## config.mk

```make
export PLATFORM = sky130hd
export DESIGN_NAME = pipeline_fg_align
export DESIGN_NICKNAME = d
export VERILOG_FILES = /design/src/rtl/pipeline_pkg.sv /design/src/rtl/pipeline_fifo.sv /design/src/rtl/pipeline_fg_align.sv
export SDC_FILE = /design/constraint.sdc
export NUM_CORES = 1
export LEC_CHECK = 0
export CAP_MARGIN = 20
export CORE_AREA = 2 2 192 147
export DETAILED_ROUTE_END_ITERATION = 12
export DIE_AREA = 0 0 194 149
export PLACE_DENSITY = 0.62
export REMOVE_ABC_BUFFERS = 1
export SYNTH_ARGS = -nofsm -noshare
export SYNTH_HDL_FRONTEND = slang
export SYNTH_SLANG_ARGS = --single-unit
```

## constraint.sdc

```tcl
create_clock -name clk -period 7.5 [get_ports clk]
set_input_delay 1.5 -clock clk [delete_from_list [all_inputs] [get_ports clk]]
set_output_delay 1.5 -clock clk [all_outputs]
set_load 0.005 [all_outputs]
```

## src/rtl/pipeline_pkg.sv

```systemverilog
// Shared pixel types and constants for the video compositing pipeline.
package pipeline_pkg;

  localparam int unsigned PIXEL_W = 16;

  typedef logic [PIXEL_W-1:0] pixel_t;

  // RGB565 green field position; used to build and inspect key colours.
  localparam int unsigned GREEN_MSB = 10;
  localparam int unsigned GREEN_LSB = 5;
  localparam int unsigned GREEN_W   = GREEN_MSB - GREEN_LSB + 1;

  // Full green, no red or blue: the chroma keyer treats this as transparent.
  localparam pixel_t KEY_GREEN_FILL = 16'h07E0;

  function automatic logic [GREEN_W-1:0] green_of(input pixel_t p);
    return p[GREEN_MSB:GREEN_LSB];
  endfunction

endpackage

```

## src/rtl/pipeline_fifo.sv

```systemverilog
// Power-of-two FIFO with push/pop/flush and an occupancy count, no bypass path.
module pipeline_fifo #(
  parameter int unsigned DEPTH = 16,
  parameter int unsigned WIDTH = 16,
  localparam int unsigned AW = $clog2(DEPTH),
  localparam int unsigned LW = $clog2(DEPTH) + 1
) (
  input  logic             clk,
  input  logic             rst,
  input  logic             push,
  input  logic [WIDTH-1:0] wr_data,
  input  logic             pop,
  input  logic             flush,
  output logic [WIDTH-1:0] rd_data,
  output logic [LW-1:0]    level
);

  logic [WIDTH-1:0] mem [DEPTH];
  logic [AW-1:0]    wr_ptr_q, wr_ptr_d;
  logic [AW-1:0]    rd_ptr_q, rd_ptr_d;
  logic [LW-1:0]    level_q,  level_d;
  logic             push_ok, pop_ok;

  // Guards keep the level inside 0..DEPTH even if a caller misbehaves.
  always_comb begin
    push_ok  = push & ~flush & (level_q != LW'(DEPTH));
    pop_ok   = pop  & ~flush & (level_q != LW'(0));
    wr_ptr_d = wr_ptr_q;
    rd_ptr_d = rd_ptr_q;
    level_d  = level_q;
    if (flush) begin
      wr_ptr_d = AW'(0);
      rd_ptr_d = AW'(0);
      level_d  = LW'(0);
    end else begin
      if (push_ok) wr_ptr_d = wr_ptr_q + AW'(1);
      if (pop_ok)  rd_ptr_d = rd_ptr_q + AW'(1);
      case ({push_ok, pop_ok})
        2'b10:   level_d = level_q + LW'(1);
        2'b01:   level_d = level_q - LW'(1);
        default: level_d = level_q;
      endcase
    end
  end

  always_ff @(posedge clk or posedge rst) begin
    if (rst) begin
      wr_ptr_q <= AW'(0);
      rd_ptr_q <= AW'(0);
      level_q  <= LW'(0);
    end else begin
      wr_ptr_q <= wr_ptr_d;
      rd_ptr_q <= rd_ptr_d;
      level_q  <= level_d;
    end
  end

  // Storage needs no reset; the level decides what is meaningful.
  always_ff @(posedge clk) begin
    if (push_ok) mem[wr_ptr_q] <= wr_data;
  end

  assign rd_data = mem[rd_ptr_q];
  assign level   = level_q;

endmodule

```

## src/rtl/pipeline_fg_align.sv

```systemverilog
// Aligns buffered foreground pixels to the background stream, filling with key green on underflow.
// Optional: define FG_UNDERFLOW_COUNT_EN to add a saturating per-frame underflow_count output.
module pipeline_fg_align
  import pipeline_pkg::*;
#(
  parameter int unsigned DEPTH      = 16,
  parameter pixel_t      FILL_PIXEL = KEY_GREEN_FILL,
  localparam int unsigned LW = $clog2(DEPTH) + 1
) (
  input  logic          clk,
  input  logic          rst,
  input  logic          frame_start,
  input  logic          bg_valid,
  input  logic [15:0]   bg_pixel_in,
  input  logic          fg_valid,
  input  logic [15:0]   fg_pixel_in,
  output logic          fg_ready,
  output logic          pixel_valid,
  output logic [15:0]   bg_pixel_out,
  output logic [15:0]   fg_pixel_out,
  output logic          underflow,
  output logic [LW-1:0] fifo_level
`ifdef FG_UNDERFLOW_COUNT_EN
  ,
  output logic [15:0]   underflow_count
`endif
);

  pixel_t        rd_data;
  logic [LW-1:0] level;
  logic          push_c, pop_c, underflow_c;

  logic   pixel_valid_q, pixel_valid_d;
  pixel_t bg_pixel_q,    bg_pixel_d;
  pixel_t fg_pixel_q,    fg_pixel_d;
  logic   underflow_q,   underflow_d;

  pipeline_fifo #(
    .DEPTH (DEPTH),
    .WIDTH (PIXEL_W)
  ) u_fifo (
    .clk     (clk),
    .rst     (rst),
    .push    (push_c),
    .wr_data (fg_pixel_in),
    .pop     (pop_c),
    .flush   (frame_start),
    .rd_data (rd_data),
    .level   (level)
  );

  assign fg_ready   = (level != LW'(DEPTH));
  assign fifo_level = level;

  // frame_start wins: no push, no pop, and any bg pixel this cycle gets the fill.
  always_comb begin
    push_c        = fg_valid & fg_ready & ~frame_start;
    pop_c         = bg_valid & ~frame_start & (level != LW'(0));
    underflow_c   = bg_valid & ~pop_c;
    pixel_valid_d = bg_valid;
    underflow_d   = underflow_c;
    bg_pixel_d    = bg_pixel_q;
    fg_pixel_d    = fg_pixel_q;
    if (bg_valid) begin
      bg_pixel_d = bg_pixel_in;
      fg_pixel_d = pop_c ? rd_data : FILL_PIXEL;
    end
  end

  always_ff @(posedge clk or posedge rst) begin
    if (rst) begin
      pixel_valid_q <= 1'b0;
      bg_pixel_q    <= '0;
      fg_pixel_q    <= FILL_PIXEL;
      underflow_q   <= 1'b0;
    end else begin
      pixel_valid_q <= pixel_valid_d;
      bg_pixel_q    <= bg_pixel_d;
      fg_pixel_q    <= fg_pixel_d;
      underflow_q   <= underflow_d;
    end
  end

  assign pixel_valid  = pixel_valid_q;
  assign bg_pixel_out = bg_pixel_q;
  assign fg_pixel_out = fg_pixel_q;
  assign underflow    = underflow_q;

`ifdef FG_UNDERFLOW_COUNT_EN
  logic [15:0] uf_cnt_q, uf_cnt_d;

  // An underflow in the frame_start cycle belongs to the new frame.
  always_comb begin
    uf_cnt_d = uf_cnt_q;
    if (frame_start) begin
      uf_cnt_d = underflow_c ? 16'd1 : 16'd0;
    end else if (underflow_c && (uf_cnt_q != 16'hFFFF)) begin
      uf_cnt_d = uf_cnt_q + 16'd1;
    end
  end

  always_ff @(posedge clk or posedge rst) begin
    if (rst) uf_cnt_q <= 16'd0;
    else     uf_cnt_q <= uf_cnt_d;
  end

  assign underflow_count = uf_cnt_q;
`endif

endmodule

```

# [Word level (Yosys, flattened, before mapping)]
# Memories as Yosys holds them, arrays and structs flattened.
# Cells that the tools add are included.
# W data, S select, Z words.
[word_totals] regBits=47 latch_bits=0 ramBits=256 rom_bits=0 mem_count=1
[mem_list] name="u_fifo.mem" depth=16 word_bits=16 read_ports=1 rd_clocked_by_memory_dff=0 write_ports=1 line="pipeline_fifo.sv:18" rtl="logic [WIDTH-1:0] mem [DEPTH];"
[classes] n_addsub=4 multipliers=0 n_div=0 magnitude_cmp=0 eq_ne=3 shift=0 mux=9 n_bitwise=11 n_reduce_logical=4
[op_table] op="$mux W16" n=1
[op_table] op="$mux W4" n=4
[op_table] op="$pmux W5 S2" n=1
[op_table] op="$and A1 B1 Y1" n=9
[op_table] op="$add A4 B1 Y4 const B" n=2
[op_table] op="$add A5 B1 Y5 const B" n=1
[op_table] op="$mux W5" n=1
[op_table] op="$ne A5 B5 Y1 const B" n=1
[op_table] op="$reduce_bool A5 Y1" n=1
[op_table] op="$sub A5 B1 Y5 const B" n=1
[op_table] op="$reduce_bool A2 Y1" n=2
[op_table] op="$reduce_bool A3 Y1" n=1
[op_table] op="$eq A2 B1 Y1 const B" n=1
[op_table] op="$eq A2 B2 Y1 const B" n=1
[op_table] op="$mux W1" n=2
[op_table] op="$not A1 Y1" n=2

# [Depth between registers and ports, before layout]
[logic_depth] ltp_word=8 ltp_mapped=10 mapped_depth_nobuf=9

# [Modules after synthesis]
# From an unflattened synthesis, not the netlist that was laid out.
[hier_totals] hier_cells=622 area_unflattened_um2=12263.0
[modules_own_cells] mod="pipeline_fifo" instances=1 cells_each=483 area_each_um2=10631.4 seq_area_each_um2=8012.7
[modules_own_cells] mod="pipeline_fg_align" instances=1 cells_each=139 area_each_um2=1631.6 seq_area_each_um2=858.3

# [Worst setup path before layout]
# OpenSTA, ideal clock, no wires.
[synth_timing] path_type="in2reg" start="input port frame_start" end="register u_fifo.level_q[4], in the netlist u_fifo.level[4]" setup_ps=65 arrival_time_ps=3478 path_slack_ps=3958 stages=9 path_buffers=0 cell_sequence="or3b_1 mux2i_2 xor2_1 ha_1 o31a_2 nor2_1 a21oi_1 a311oi_1 mux2_2"
[synth_between] elab_chain_len=8 word_cells_on_any_way=13
[synth_lines] element="start: declaration" line="pipeline_fg_align.sv:12" rtl="input logic frame_start,"
[synth_lines] element="$not A1 Y1"
[synth_lines] element="$and A1 B1 Y1 (2 in series)" line="pipeline_fg_align.sv:58" rtl="pop_c = bg_valid & ~frame_start & (level != LW'(0));"
[synth_lines] element="$and A1 B1 Y1 (2 in series)" line="pipeline_fifo.sv:27" rtl="pop_ok = pop & ~flush & (level_q != LW'(0));"
[synth_lines] element="$eq A2 B1 Y1 or $eq A2 B2 Y1 (tied branches)" line="pipeline_fifo.sv:38" rtl="case ({push_ok, pop_ok})"
[synth_lines] element="$pmux W5 S2" line="pipeline_fifo.sv:38"
[synth_lines] element="$mux W5" line="pipeline_fifo.sv:31" rtl="if (flush) begin"
[synth_lines] element="end signal: assignment" line="pipeline_fifo.sv:54" rtl="level_q <= level_d;"
[synth_lines] element="end: declaration" line="pipeline_fifo.sv:21" rtl="logic [LW-1:0] level_q, level_d;"
# Several ways; a longest one is shown, not always the timed one.
# A chain may end at the register's enable or synchronous reset.

# [Final worst setup path]
# Ends and elaborated chain as after synthesis.

==> flow_metrics.py <==
metrics = {
    "min_path": {
        "hold_depth": 1,
        "hold_path_class": "flip-flop to flip-flop",
        "worstHoldStart": "bg_pixel_out[14]$_DFFE_PP0P_",
    },
    "cts": {
        "cts_max_level": 1,
        "clkTransAtPathRegs_ns": 0.06,
        "ctsResizeCount": 0,
        "cts_buffer_depth": 3,
        "cts_tree": "done",
        "cts.sinks": 303,
        "clock_latency_ns": 0.53,
        "ctsHoldBuffers": 0,
        "cts_buffers": 29,
        "cts_setup_buffers": 0,
        "cts_root_buf": "clkbuf_16",
    },
    "floorplan": {
        "start_util": 0.438,
        "io_pins": 77,
        "die-area_um2": 28900,
        "die_h_um": 149,
        "core.rowCount": 53,
        "die_w_um": 194,
        "core_um2": 27300,
    },
    "timing": {
        "final_hold_viol_count": 0,
        "rsz0062_at_grt": "no",
        "finalCritPeriodShare": 0.586,
        "post-route-min-period_ns": 4.39,
        "fin_tns_setup_ns": 0,
        "worst_slew_pin_slew_ns": 1.14,
        "timing.fmax_ghz": 0.228,
        "slew_headroom": 0.234,
        "clock_skew_ns": 0.00716,
        "finalMaxSlewViolations": 0,
        "setup_violations": 0,
    },
    "drt": {
        "vias": 5953,
        "via_per_inst": 5.55,
        "wirelength_um": 24600,
        "drtAntennaViolNets": 0,
        "drc": 0,
        "routedWlPerCell_um": 23.0,
        "drt_first_pass_iters": 4,
        "drtIter0Drc": 480,
    },
    "logic_synthesis": {
        "synth-seq-area-share": 0.740,
        "yosys_warnings": 0,
        "ys_ff_latch": 303,
        "ys.flop_type": "edfxtp_1",
        "synth_most_common_cell": "edfxtp_1",
        "synth_compound_area_frac": 0.0284,
        "synthDistinctLibCells": 52,
        "synth-simple-area-share": 0.0320,
        "synthTopCellsByArea": "edfxtp_1 (64%), mux4_2 (13%), dfrtp_1 (8.6%)",
        "netlist_instances": 602,
        "synth_edf_count": 256,
        "synth_top_area_frac": 0.642,
        "synth.area.mux_share": 0.167,
        "synthXorXnorAreaFrac": 0.00585,
        "synth_area_um2": 12000,
        "avgSynthCellArea_um2": 19.9,
        "netlist_top_cells_count": "edfxtp_1 (256), mux4_2 (70), dfrtp_1 (41), nor2_1 (29), mux2_2 (28)",
        "synthArstFlopShare": 0.155,
        "synthAdderAreaFrac": 0.00731,
        "yosys.area.top_type": "edfxtp_1",
        "synth_top_family_by_area": "multiplexers",
    },
    "layout": {
        "multi_input_area_um2": 2890,
        "syn2layout_area_growth_pct": 18.4,
        "nFillCells": 2193,
        "final_area_um2": 14200,
        "drive_above_1_share": 0.252,
        "regArea_um2": 8880,
        "instances_no_fill": 1072,
        "nNetsFinal": 737,
        "antennaDiodeCount": 0,
        "fin_util": 0.519,
    },
    "critical_path": {
        "crit_arrival_ns": 4.87,
        "cp_cell_sequence": "clkdlybuf4s50_1 > or3b_1 > mux2i_2 > xor2_1 > ha_1 > o31a_2 > nor4_1 > o21ai_0 > a31oi_1 > mux2_2",
        "max_stage_delay_ns": 0.83,
        "critPathLaunchType": "input port",
        "worst-path-buf-inv": 1,
        "required_ns": 7.98,
        "r2r_cells": 9,
        "regToRegStartpoint": "u_fifo.level[1]$_DFFE_PP0P_",
        "cp.depth": 10,
        "crit_family": "buffers and inverters",
        "crit_type": "input port to flip-flop",
        "crit_path_max_fanout": 23,
        "worstSetupEndpointType": "flip-flop",
        "crit_start": "frame_start",
        "cpMaxStageDelayCell": "clkdlybuf4s50_1",
    },
    "global_routing": {
        "gr-total-overflow": 0,
        "grt_start_max_net_pins": 58,
        "antenna_found_initial": 0,
        "grt_usage": 0.173,
        "grt_pass1_vias": 6219,
        "grt_pass1_wl_um": 37400,
    },
    "placement": {
        "dp_cells": 1017,
        "placed_cell_area_um2": 13100,
        "place_congestion": 0.787,
        "dp_hpwl_um": 14300,
        "io_buffers": 76,
    },
    "run_status": {
        "status": "finished, final reports clean",
    },
    "power_and_ir_drop": {
        "p_per_area_nw_per_um2": 307,
        "p_leak_nw": 4.60,
        "ir_drop_uv": 258,
    },
    "run": {
        "max-cap-violations": 0,
    },
}
[sequential cells by signal, indices dropped and copies added, names as in the netlist]
name and cells:
fg_pixel_out 16, underflow 1, u_fifo.rd_ptr_q 4, u_fifo.level 5, pixel_valid 1, u_fifo.mem 256, bg_pixel_out 16, u_fifo.wr_ptr_q 4
[layer usage]
layer,up-vias,wire (um),global-route usage
li1,2601,-,-
met1,3123,11000,0.250
met2,191,11700,0.280
met3,38,1420,0.0287
met4,0,449,0.0386
met5,-,0,0
[path summary, 6_finish.rpt]
path | to | slack (ns)
worst min-delay path | bg_pixel_out[14]$_DFFE_PP0P_ | 0.51
worst min register to register | bg_pixel_out[14]$_DFFE_PP0P_ | 0.51
worst max register to register | u_fifo.level[4]$_DFFE_PP0P_ | 4.32
worst max-delay path | u_fifo.level[4]$_DFFE_PP0P_ | 3.11
min in group asynchronous | bg_pixel_out[10]$_DFFE_PP0P_ | 1.48
max in group asynchronous | u_fifo.rd_ptr_q[0]$_DFFE_PP0P_ | 5.50
[metrics by stage]
step                      setup WS, ns  hold slack [ns]  total power, mW
after floorplan                   3.53            0.505             2.60
after global placement            2.85            0.490             2.88
after detailed placement          2.62            0.495             2.89
after CTS                         3.17            0.508             4.40
after global routing              2.95            0.522             4.55
final                             3.11            0.507             4.35
[where the power goes]
group,switching [mW],internal [mW]
combinational,0.350,0.473
clock,0.592,0.916
sequential,0.112,1.91
total,1.05,3.30
[logic make-up after synthesis]
family          Yosys count
fa+ha+maj                 7
flops                   303
compound gates           52
simple gates             71
xor+xnor                  8
buf+inv                  52
mux                     109
[area by class of cell]
cell class | count | area share
inverter | 21 | 0.00556
timing repair buffer | 91 | 0.0632
sequential | 303 | 0.626
tap | 357 | 0.0315
multi-input combinational | 247 | 0.204
clock inverter | 16 | 0.0142
clock buffer | 37 | 0.0561
[cell usage in the layout (no fill, tap or decap), types with 7 or more instances in the layout]
master	Yosys	layout
a21oi_1	16	16
and2_1	13	13
buf_4	2	13
clkbuf_16	0	29
clkdlybuf4s50_1	0	75
clkinv_2	0	8
dfrtp_1	41	38
edfxtp_1	256	256
ha_1	7	7
inv_1	21	20
mux2_2	28	28
mux2i_1	10	10
mux4_2	70	70
nor2_1	29	29
o21ai_0	8	7
o22ai_1	10	10
Power figures use the tool's default switching activity.
